[src/rtl/playfield_writer_pkg.sv]
// Shared constants for the playfield display/write path.
//   - display timing constants used by the beam pipeline
//   - CPU / playfield widths, IO register selects, status bit positions
//   - write engine state encoding
package playfield_writer_pkg;

  localparam int unsigned H_ACTIVE  = 256;
  localparam int unsigned V_ACTIVE  = 224;

  localparam int unsigned CPU_W     = 12;
  localparam int unsigned PF_ADDR_W = 10;
  localparam int unsigned PF_DATA_W = 8;

  localparam logic [1:0] REG_ADDR  = 2'd0;
  localparam logic [1:0] REG_DATA  = 2'd1;
  localparam logic [1:0] REG_FILLV = 2'd2;
  localparam logic [1:0] REG_FILLC = 2'd3;

  localparam int unsigned STAT_EMPTY    = 0;
  localparam int unsigned STAT_FULL     = 1;
  localparam int unsigned STAT_BUSY     = 2;
  localparam int unsigned STAT_OVERFLOW = 3;

  typedef enum logic [1:0] {
    ST_IDLE,
    ST_DRAIN,
    ST_FILL
  } pw_state_t;

endpackage

[src/rtl/playfield_writer_fifo.sv]
// Synchronous single-clock FIFO buffering CPU single writes.
// Ports:
//   clock, reset     clock, synchronous active-low reset
//   push, wr_data    enqueue (ignored while full; full is judged before a same-cycle pop)
//   pop,  rd_data    dequeue; rd_data shows the head entry combinationally
//   count/full/empty occupancy
module pf_write_fifo #(
  parameter int unsigned WIDTH = 18,
  parameter int unsigned DEPTH = 4
) (
  input  logic                       clock,
  input  logic                       reset,
  input  logic                       push,
  input  logic [WIDTH-1:0]           wr_data,
  input  logic                       pop,
  output logic [WIDTH-1:0]           rd_data,
  output logic [$clog2(DEPTH):0]     count,
  output logic                       full,
  output logic                       empty
);

  localparam int unsigned PTR_W = $clog2(DEPTH);
  localparam int unsigned CNT_W = PTR_W + 1;

  logic [WIDTH-1:0] mem [DEPTH];
  logic [PTR_W-1:0] wr_ptr;
  logic [PTR_W-1:0] rd_ptr;
  logic             push_ok;
  logic             pop_ok;

  assign full    = (count == CNT_W'(DEPTH));
  assign empty   = (count == '0);
  assign push_ok = push & ~full;
  assign pop_ok  = pop & ~empty;
  assign rd_data = mem[rd_ptr];

  always_ff @(posedge clock) begin
    if (push_ok) begin
      mem[wr_ptr] <= wr_data;
    end
  end

  always_ff @(posedge clock) begin
    if (!reset) begin
      wr_ptr <= '0;
      rd_ptr <= '0;
      count  <= '0;
    end else begin
      if (push_ok) wr_ptr <= wr_ptr + PTR_W'(1);
      if (pop_ok)  rd_ptr <= rd_ptr + PTR_W'(1);
      count <= count + CNT_W'(push_ok) - CNT_W'(pop_ok);
    end
  end

endmodule

[src/rtl/playfield_writer.sv]
// CPU-side write engine for the playfield tile RAM.
// Ports:
//   clock, reset                 clock, synchronous active-low reset
//   io_sel/io_write/io_read      IO register access (ADDR, DATA, FILLV, FILLC)
//   io_wr_data / io_rd_data      IO write data / combinational read data
//   vblank                       commit window when VBLANK_ONLY=1
//   pf_write/pf_write_addr/pf_wr_data  registered RAM write port
//   busy                         registered: FIFO non-empty or engine active
module playfield_writer
  import playfield_writer_pkg::*;
#(
  parameter int unsigned CPU_W       = playfield_writer_pkg::CPU_W,
  parameter int unsigned ADDR_W      = PF_ADDR_W,
  parameter int unsigned DATA_W      = PF_DATA_W,
  parameter int unsigned FIFO_DEPTH  = 4,
  parameter bit          VBLANK_ONLY = 1'b1
) (
  input  logic              clock,
  input  logic              reset,
  input  logic [1:0]        io_sel,
  input  logic              io_write,
  input  logic              io_read,
  input  logic [CPU_W-1:0]  io_wr_data,
  output logic [CPU_W-1:0]  io_rd_data,
  input  logic              vblank,
  output logic              pf_write,
  output logic [ADDR_W-1:0] pf_write_addr,
  output logic [DATA_W-1:0] pf_wr_data,
  output logic              busy
);

  localparam int unsigned ENTRY_W = ADDR_W + DATA_W;
  localparam int unsigned CNT_W   = $clog2(FIFO_DEPTH) + 1;
  localparam int unsigned REM_W   = ADDR_W + 1;

  logic [ADDR_W-1:0]  pointer;
  logic [DATA_W-1:0]  fill_val;
  logic [REM_W-1:0]   fill_rem;
  logic               overflow;
  pw_state_t          state;

  logic               fifo_push;
  logic               fifo_pop;
  logic               fifo_full;
  logic               fifo_empty;
  logic [CNT_W-1:0]   fifo_count;
  logic [ENTRY_W-1:0] fifo_head;

  logic               commit_ok;
  logic               engine_busy;
  logic               wr_addr;
  logic               wr_data_reg;
  logic               wr_fillv;
  logic               wr_fillc;
  logic               data_reject;
  logic               fillc_reject;
  logic [3:0]         status;
  logic               unused_wr_bits;

  assign commit_ok   = vblank | ~VBLANK_ONLY;
  // Unregistered busy view so a command arriving right behind a DATA
  // write is still judged against the real engine state.
  assign engine_busy = (state != ST_IDLE) | ~fifo_empty | (fill_rem != '0);

  assign wr_addr     = io_write & (io_sel == REG_ADDR);
  assign wr_data_reg = io_write & (io_sel == REG_DATA);
  assign wr_fillv    = io_write & (io_sel == REG_FILLV);
  assign wr_fillc    = io_write & (io_sel == REG_FILLC);

  // fill_rem != 0 covers both an active fill and one about to start.
  assign data_reject  = wr_data_reg & (fifo_full | (fill_rem != '0));
  assign fillc_reject = wr_fillc & engine_busy;
  assign fifo_push    = wr_data_reg & ~data_reject;
  assign fifo_pop     = (state == ST_DRAIN) & commit_ok & ~fifo_empty;

  assign unused_wr_bits = ^io_wr_data[CPU_W-1:REM_W];

  pf_write_fifo #(
    .WIDTH (ENTRY_W),
    .DEPTH (FIFO_DEPTH)
  ) u_fifo (
    .clock   (clock),
    .reset   (reset),
    .push    (fifo_push),
    .wr_data ({pointer, io_wr_data[DATA_W-1:0]}),
    .pop     (fifo_pop),
    .rd_data (fifo_head),
    .count   (fifo_count),
    .full    (fifo_full),
    .empty   (fifo_empty)
  );

  always_ff @(posedge clock) begin
    if (!reset) begin
      pointer       <= '0;
      fill_val      <= '0;
      fill_rem      <= '0;
      overflow      <= 1'b0;
      state         <= ST_IDLE;
      pf_write      <= 1'b0;
      pf_write_addr <= '0;
      pf_wr_data    <= '0;
      busy          <= 1'b0;
    end else begin
      pf_write <= 1'b0;
      busy     <= engine_busy;

      if (wr_fillv) fill_val <= io_wr_data[DATA_W-1:0];

      if (wr_addr)        pointer <= io_wr_data[ADDR_W-1:0];
      else if (fifo_push) pointer <= pointer + ADDR_W'(1);

      if (wr_fillc && !engine_busy) fill_rem <= io_wr_data[REM_W-1:0];

      if (data_reject || fillc_reject)         overflow <= 1'b1;
      else if (io_read && io_sel == REG_FILLC) overflow <= 1'b0;

      if (commit_ok) begin
        case (state)
          ST_IDLE: begin
            if (!fifo_empty)          state <= ST_DRAIN;
            else if (fill_rem != '0)  state <= ST_FILL;
          end
          ST_DRAIN: begin
            if (fifo_pop) begin
              pf_write      <= 1'b1;
              pf_write_addr <= fifo_head[ENTRY_W-1:DATA_W];
              pf_wr_data    <= fifo_head[DATA_W-1:0];
              if (fifo_count == CNT_W'(1) && !fifo_push) state <= ST_IDLE;
            end else begin
              state <= ST_IDLE;
            end
          end
          ST_FILL: begin
            if (fill_rem != '0) begin
              pf_write      <= 1'b1;
              pf_write_addr <= pointer;
              pf_wr_data    <= fill_val;
              // The fill engine owns the pointer while filling; this
              // overrides a concurrent ADDR write.
              pointer       <= pointer + ADDR_W'(1);
              fill_rem      <= fill_rem - REM_W'(1);
              if (fill_rem == REM_W'(1)) state <= ST_IDLE;
            end else begin
              state <= ST_IDLE;
            end
          end
          default: state <= ST_IDLE;
        endcase
      end
    end
  end

  always_comb begin
    status                = '0;
    status[STAT_EMPTY]    = fifo_empty;
    status[STAT_FULL]     = fifo_full;
    status[STAT_BUSY]     = busy;
    status[STAT_OVERFLOW] = overflow;
  end

  always_comb begin
    io_rd_data = '0;
    case (io_sel)
      REG_ADDR:  io_rd_data = CPU_W'(pointer);
      REG_DATA:  io_rd_data = CPU_W'(fifo_count);
      REG_FILLV: io_rd_data = CPU_W'(fill_val);
      REG_FILLC: io_rd_data = CPU_W'(status);
      default:   io_rd_data = '0;
    endcase
  end

endmodule
[config.mk]
export PLATFORM = sky130hd
export DESIGN_NAME = playfield_writer
export DESIGN_NICKNAME = d
export VERILOG_FILES = /design/src/rtl/playfield_writer_pkg.sv /design/src/rtl/playfield_writer_fifo.sv /design/src/rtl/playfield_writer.sv
export SDC_FILE = /design/constraint.sdc
export NUM_CORES = 1
export LEC_CHECK = 0
export CORE_MARGIN = 2
export CORE_UTILIZATION = 45
export CTS_CLUSTER_SIZE = 8
export DETAILED_ROUTE_END_ITERATION = 8
export PLACE_DENSITY = 0.61
export SLEW_MARGIN = 20
export SYNTH_ARGS = -nofsm -noshare
export SYNTH_HDL_FRONTEND = slang
export SYNTH_SLANG_ARGS = --single-unit
[constraint.sdc]
create_clock -name clock -period 3.59 [get_ports clock]
set_input_delay 0.718 -clock clock [delete_from_list [all_inputs] [get_ports clock]]
set_output_delay 0.718 -clock clock [all_outputs]
set_load 0.02 [all_outputs]
Yosys cells after proc, flatten, opt, wreduce, memory -nomap -nowiden:

Memory sizes are Yosys's and may differ from the RTL's. A register that Yosys moved wholly into a read port is not among the register bits.
Index checks and enable logic that the tools add are counted.

* bits in registers: 59
* memory bits (writable): 72
* input bits: 19
* memories kept: 1
* latch bits: 0
* memory bits (read-only): 0
* output and inout bits: 32

* div/mod/pow operators: 0
* reduce and logical (&&, ||, !) cells: 16
* bitwise gates (word level): 17
* shift-type cells: 0
* multiply operators: 0
* add/sub/neg operators: 6
* equal/unequal tests: 13
* order comparisons: 0
* mux-type cells: 32

Memory list
* u_fifo.mem: depth 4, width 18, rd ports 1, clocked after memory_dff 1, wr ports 1, RTL line playfield_writer_fifo.sv:25 `logic [WIDTH-1:0] mem [DEPTH];`

Operators by type and width (number)
* 2-to-1 mux 10 bit: 7
* one-hot mux 12 bit (4 select lines): 1
* 2-to-1 mux 11 bit: 4
* one-hot mux 10 bit (2 select lines): 1
* 2-to-1 mux 2 bit: 8
* 2-to-1 mux 8 bit: 2
* one-hot mux 8 bit (2 select lines): 1
* bitwise AND 1 bit: 11
* equality test 11 x 1 -> 1 bit (second input constant): 1
* nonzero test 11 bit: 1
* subtractor 11 x 1 -> 11 bit (second input constant): 1
* adder 10 x 1 -> 10 bit (second input constant): 1
* inequality test 3 bit (second input constant): 3
* AND reduction 4 bit: 2
* equality test 2 bit (second input constant): 3
* 2-to-1 mux 1 bit: 6
* one-hot mux 2 bit (3 select lines): 1
* nonzero test 2 bit: 3
* adder 2 x 1 -> 2 bit (second input constant): 2
* equality test 2 x 1 -> 1 bit (second input constant): 2
* zero test 2 bit: 2
* adder 3 x 1 -> 3 bit: 1
* equality test 3 x 1 -> 1 bit (second input constant): 1
* equality test 3 bit (second input constant): 1
* other kinds (11): 18

Longest topological paths before layout:

* depth after elaboration: 10
* gate-level depth with buffers: 11

By module:

A second synthesis with hierarchy kept.

* cell total of the unflattened synthesis: 481
* area total of the unflattened synthesis: 6022.0 sq um

By module, submodules not included
* pf_write_fifo: times used 1, sequential area each 2342.2 sq um, area each 3124.2 sq um, cells an instance 145
* playfield_writer: times used 1, sequential area each 1041.0 sq um, area each 2897.8 sq um, cells an instance 336

Least setup slack after synthesis:

No wires, ideal clock.

* path type: input to register
* start: in io_sel[1]
* end: mem u_fifo.mem[0][0] (enable)
* data arrival time: 2283 ps
* stages: 4
* path slack: 931 ps
* buffers on the path: 1
* library setup time: 376 ps
* cells stage by stage: or3_1 -> nor3_1 -> buf_2 -> and2_1

* cells in the longest elaborated chain, start to end: 8

RTL lines
* start, declared: RTL line playfield_writer.sv:20 `input logic [1:0] io_sel,`
* equality test 2 x 1 -> 1 bit *: RTL line playfield_writer.sv:66 `assign wr_data_reg = io_write & (io_sel == REG_DATA);`
* bitwise AND 1 bit *: RTL line playfield_writer.sv:66
* bitwise AND 1 bit: RTL line playfield_writer.sv:71 `assign data_reject = wr_data_reg & (fifo_full | (fill_rem != '0));`
* NOT 1 bit: RTL line playfield_writer.sv:73 `assign fifo_push = wr_data_reg & ~data_reject;`
* bitwise AND 1 bit *: RTL line playfield_writer.sv:73
* bitwise AND 1 bit *: RTL line playfield_writer_fifo.sv:33 `assign push_ok = push & ~full;`
* 2-to-1 mux 1 bit *: RTL line playfield_writer_fifo.sv:38 `if (push_ok) begin`
* 2-to-1 mux 1 bit (not written as such) *: RTL line playfield_writer_fifo.sv:39 `mem[wr_ptr] <= wr_data;`
* end, declared: RTL line playfield_writer_fifo.sv:25

Every way passes the cells marked *; elsewhere a longest branch is shown, timed or not.

Final worst setup path:

* start: in io_sel[0]
* end: out io_rd_data[3]

* cells in the longest elaborated chain, start to end: 2
* elaborated cells between the ends (all ways): 5

RTL lines
* equality test 2 bit (tied with other cells): RTL line playfield_writer.sv:164 `case (io_sel)`
* one-hot mux 12 bit (4 select lines) *: RTL line playfield_writer.sv:164
* end, declared: RTL line playfield_writer.sv:24 `output logic [CPU_W-1:0] io_rd_data,`

Every way passes the cells marked *; elsewhere a longest branch is shown, timed or not. The select of a mux whose other input is x is not followed.

==> impl_metrics.py <==
metrics = {
    "cts": {
        "cts-root-buf": "clkbuf_16",
        "cts_setup_buffers": 0,
        "worstSkewPairLatency_ns": 0.41,
        "clock-sinks": 133,
        "h-tree-depth": 4,
        "cts-hold-fix-buffers": 0,
        "cts_buffer_depth": 2,
        "ctsResizeCount": 0,
        "cts_tree": "yes",
        "cts_buffers": 17,
        "clk_pin_slew_ns": 0.05,
    },
    "worst_setup_path": {
        "r2r_slack_ns": 0.85,
        "crit_arrival_ns": 2.64,
        "crit_type": "input pin to output pin",
        "crit_fanout": 10,
        "endpoint_kind": "output pin",
        "reg2reg_to": "pointer[9]",
        "reg2reg_depth": 8,
        "critical_path.cell_chain": "clkdlybuf4s50_1 > mux2_2 > a22o_1 > clkdlybuf4s50_1",
        "slowest_delay_ns": 0.78,
        "cp.required_ns": 2.87,
        "r2r_start": "fill_rem[0]",
        "start_kind": "input pin",
        "cp_slowest_cell": "clkdlybuf4s50_1",
        "path_common_cell": "clkdlybuf4s50_1",
    },
    "run": {
        "maxCapViolations": 0,
    },
    "power": {
        "power_density_nw_per_um2": 670,
        "switching_share_pct": 28.8,
        "ir_drop_mv": 0.319,
        "switchingPower_mw": 1.41,
        "leakagePower_nw": 2.52,
        "pwr-share-clk_pct": 37.0,
        "p_int_mw": 3.50,
        "power_mw": 4.91,
        "pwr-share-comb_pct": 24.4,
        "seqPwrFrac_pct": 38.6,
    },
    "grt": {
        "grt_pass1_wl_um": 21500,
        "grt_pass1_vias": 3943,
        "grt_start_max_net_pins": 37,
        "grt_overflow": 0,
        "antenna_found_initial": 0,
        "grt_util_all_layers_pct": 20.4,
    },
    "yosys": {
        "synth.most_common_cell": "edfxtp_1",
        "ys_ff_latch": 133,
        "yosys_warnings": 0,
        "ys.flop_type": "edfxtp_1",
        "synth_edf_count": 72,
        "post-synth-top-area-cell": "edfxtp_1",
        "synthCells": 456,
        "syn_area_um2": 5950,
        "synth-seq-area-share_pct": 56.8,
        "async_reset_ff_share_pct": 0,
        "ys_types": 60,
        "netlist.area_leader.share_pct": 36.3,
        "synth.avg_cell_area_um2": 13.1,
        "synthTopCellsByArea": "edfxtp_1, dfxtp_1, mux4_2",
        "ys_top_cells_by_count": "edfxtp_1, dfxtp_1, nor2_1",
    },
    "timing": {
        "max_freq_ghz": 0.298,
        "finClkSkew_ns": 0.00694,
        "worstMarginPinSlew_ns": 1.05,
        "tns_ns": 0,
        "slew_headroom_pct": 29.7,
        "hold_slack_ns": 0.486,
        "final-hold-violation-count": 0,
        "rsz0062_at_grt": "no",
        "post-route-period-util_pct": 93.6,
        "min_period_ns": 3.36,
        "setup_viol": 0,
        "slew_violations": 0,
    },
    "placed_design": {
        "io_buffers": 47,
        "dpl.hpwl_um": 8750,
        "finalWeightedCongestion": 0.803,
        "placed_cells": 672,
    },
    "floorplan": {
        "row_count": 42,
        "num_io_pins": 51,
        "core_um2": 13100,
        "die_x_um": 119,
        "die_area_um2": 14200,
        "initial_core_util_pct": 45.5,
        "die_height_um": 119,
    },
    "min_path": {
        "hold_class": "register to register",
        "holdPathStages": 2,
        "hp-start": "state[1]",
        "holdPathEnd": "state[1]",
    },
    "routing": {
        "detail_route.wirelength_um": 13500,
        "via_per_inst": 5.51,
        "wl_met3_um": 532,
        "drtPass1Iterations": 5,
        "vias": 3876,
        "met2_length_um": 7020,
        "ant_nets": 0,
        "drc": 0,
        "detail_route.wl_per_cell_um": 19.2,
        "top_layer": "met4",
        "drtIter0Drc": 351,
        "met1Wirelength_um": 5800,
    },
    "final_layout": {
        "area_delta_synth_final_pct": 23.1,
        "drive_above_1_share_pct": 18.6,
        "instances_no_fill": 704,
        "nets": 547,
        "antenna-diode-count": 0,
    },
    "outcome": {
        "status": "finished, final reports clean",
    },
}
cell usage in the layout, fill, tap and decap left out, types with 3 or more instances in the layout:
cell / count
a211oi_2: 18
a21oi_1: 12
a221oi_1: 3
a2bb2oi_1: 7
and2_1: 11
and3_1: 3
buf_12: 4
buf_4: 14
bufinv_16: 4
clkbuf_16: 17
clkbuf_8: 3
clkdlybuf4s50_1: 47
clkinv_2: 4
dfxtp_1: 61
edfxtp_1: 72
ha_1: 12
inv_1: 11
mux2i_1: 35
mux4_2: 21
nand2_1: 26
nand3_1: 11
nor2_1: 50
nor3_1: 6
o21ai_0: 5
o22ai_1: 5
or3_1: 4
or4_1: 3
xnor2_1: 8
xor2_1: 4
cell type report:
class | instances | area, µm²
Clock inverter | 10 | 151
Inverter | 12 | 45.0
Sequential cell | 133 | 3380
Tap cell | 176 | 220
Multi-Input combinational cell | 286 | 2390
Clock buffer | 22 | 474
Fill cell | 1091 | 5760
Timing Repair Buffer | 65 | 656
sequential cells by signal, indices dropped and copies added (netlist names), 3 cells and up, named ones only:
register,cells
fill_rem,11
fill_val,8
pf_wr_data,8
pf_write_addr,10
pointer,10
u_fifo.count,3
u_fifo.mem,72
stage by stage:
step / area, µm² / setup WS, ns / utilization [%]
6_report: 7320 / 0.230 / 56.0
5_1_grt: 7320 / 0.154 / 56.0
4_1_cts: 7320 / 0.233 / 56.0
3_5_place_dp: 6700 / 0.171 / 51.2
3_3_place_gp: 6700 / 0.201 / 51.2
2_1_floorplan: 5960 / 0.931 / -
worst max-delay path, delay by kind of cell:
kind	cells	cell delay (ns)
compound gates	1	0.21
buf+inv	2	1.32
mux	1	0.39
layer usage:
layer  vias up  track usage (%)
li1       1838                -
met3        11             4.50
met2        78             35.1
met4         0             9.00
met1      1949             24.7
met5         -                0
cell families after synthesis:
logic type	Yosys count	synth area share (%)
other	1	0.0630
adders and majority gates	13	2.86
xor gates and xnor gates	12	1.77
AOI/OAI and AO/OA	74	11.2
buffers and inverters	38	2.98
muxes	57	14.0
DFF	133	56.8
and+or+nand+nor	128	10.3
power by group through the flow:
stage                     Sequential, mW  Clock (mW)  Combinational [mW]
after CTS                           1.89        1.84                1.21
after global placement              1.91           0                1.19
after global routing                1.91        1.92                1.30
after detailed placement            1.92           0                1.20
after floorplan                     1.95           0               0.792
final                               1.89        1.82                1.20
how the worst max path moves through the flow:
stage                    from  slack, ns                end
floorplan           io_sel[1]       0.93   u_fifo.mem[0][0]
global placement    io_sel[0]       0.20  u_fifo.mem[2][14]
detailed placement  io_sel[0]       0.17  u_fifo.mem[2][14]
CTS                 io_sel[0]       0.23      io_rd_data[1]
global route        io_sel[0]       0.15      io_rd_data[3]
finish              io_sel[0]       0.23      io_rd_data[3]
No activity file was read; power rests on OpenSTA's default activity.
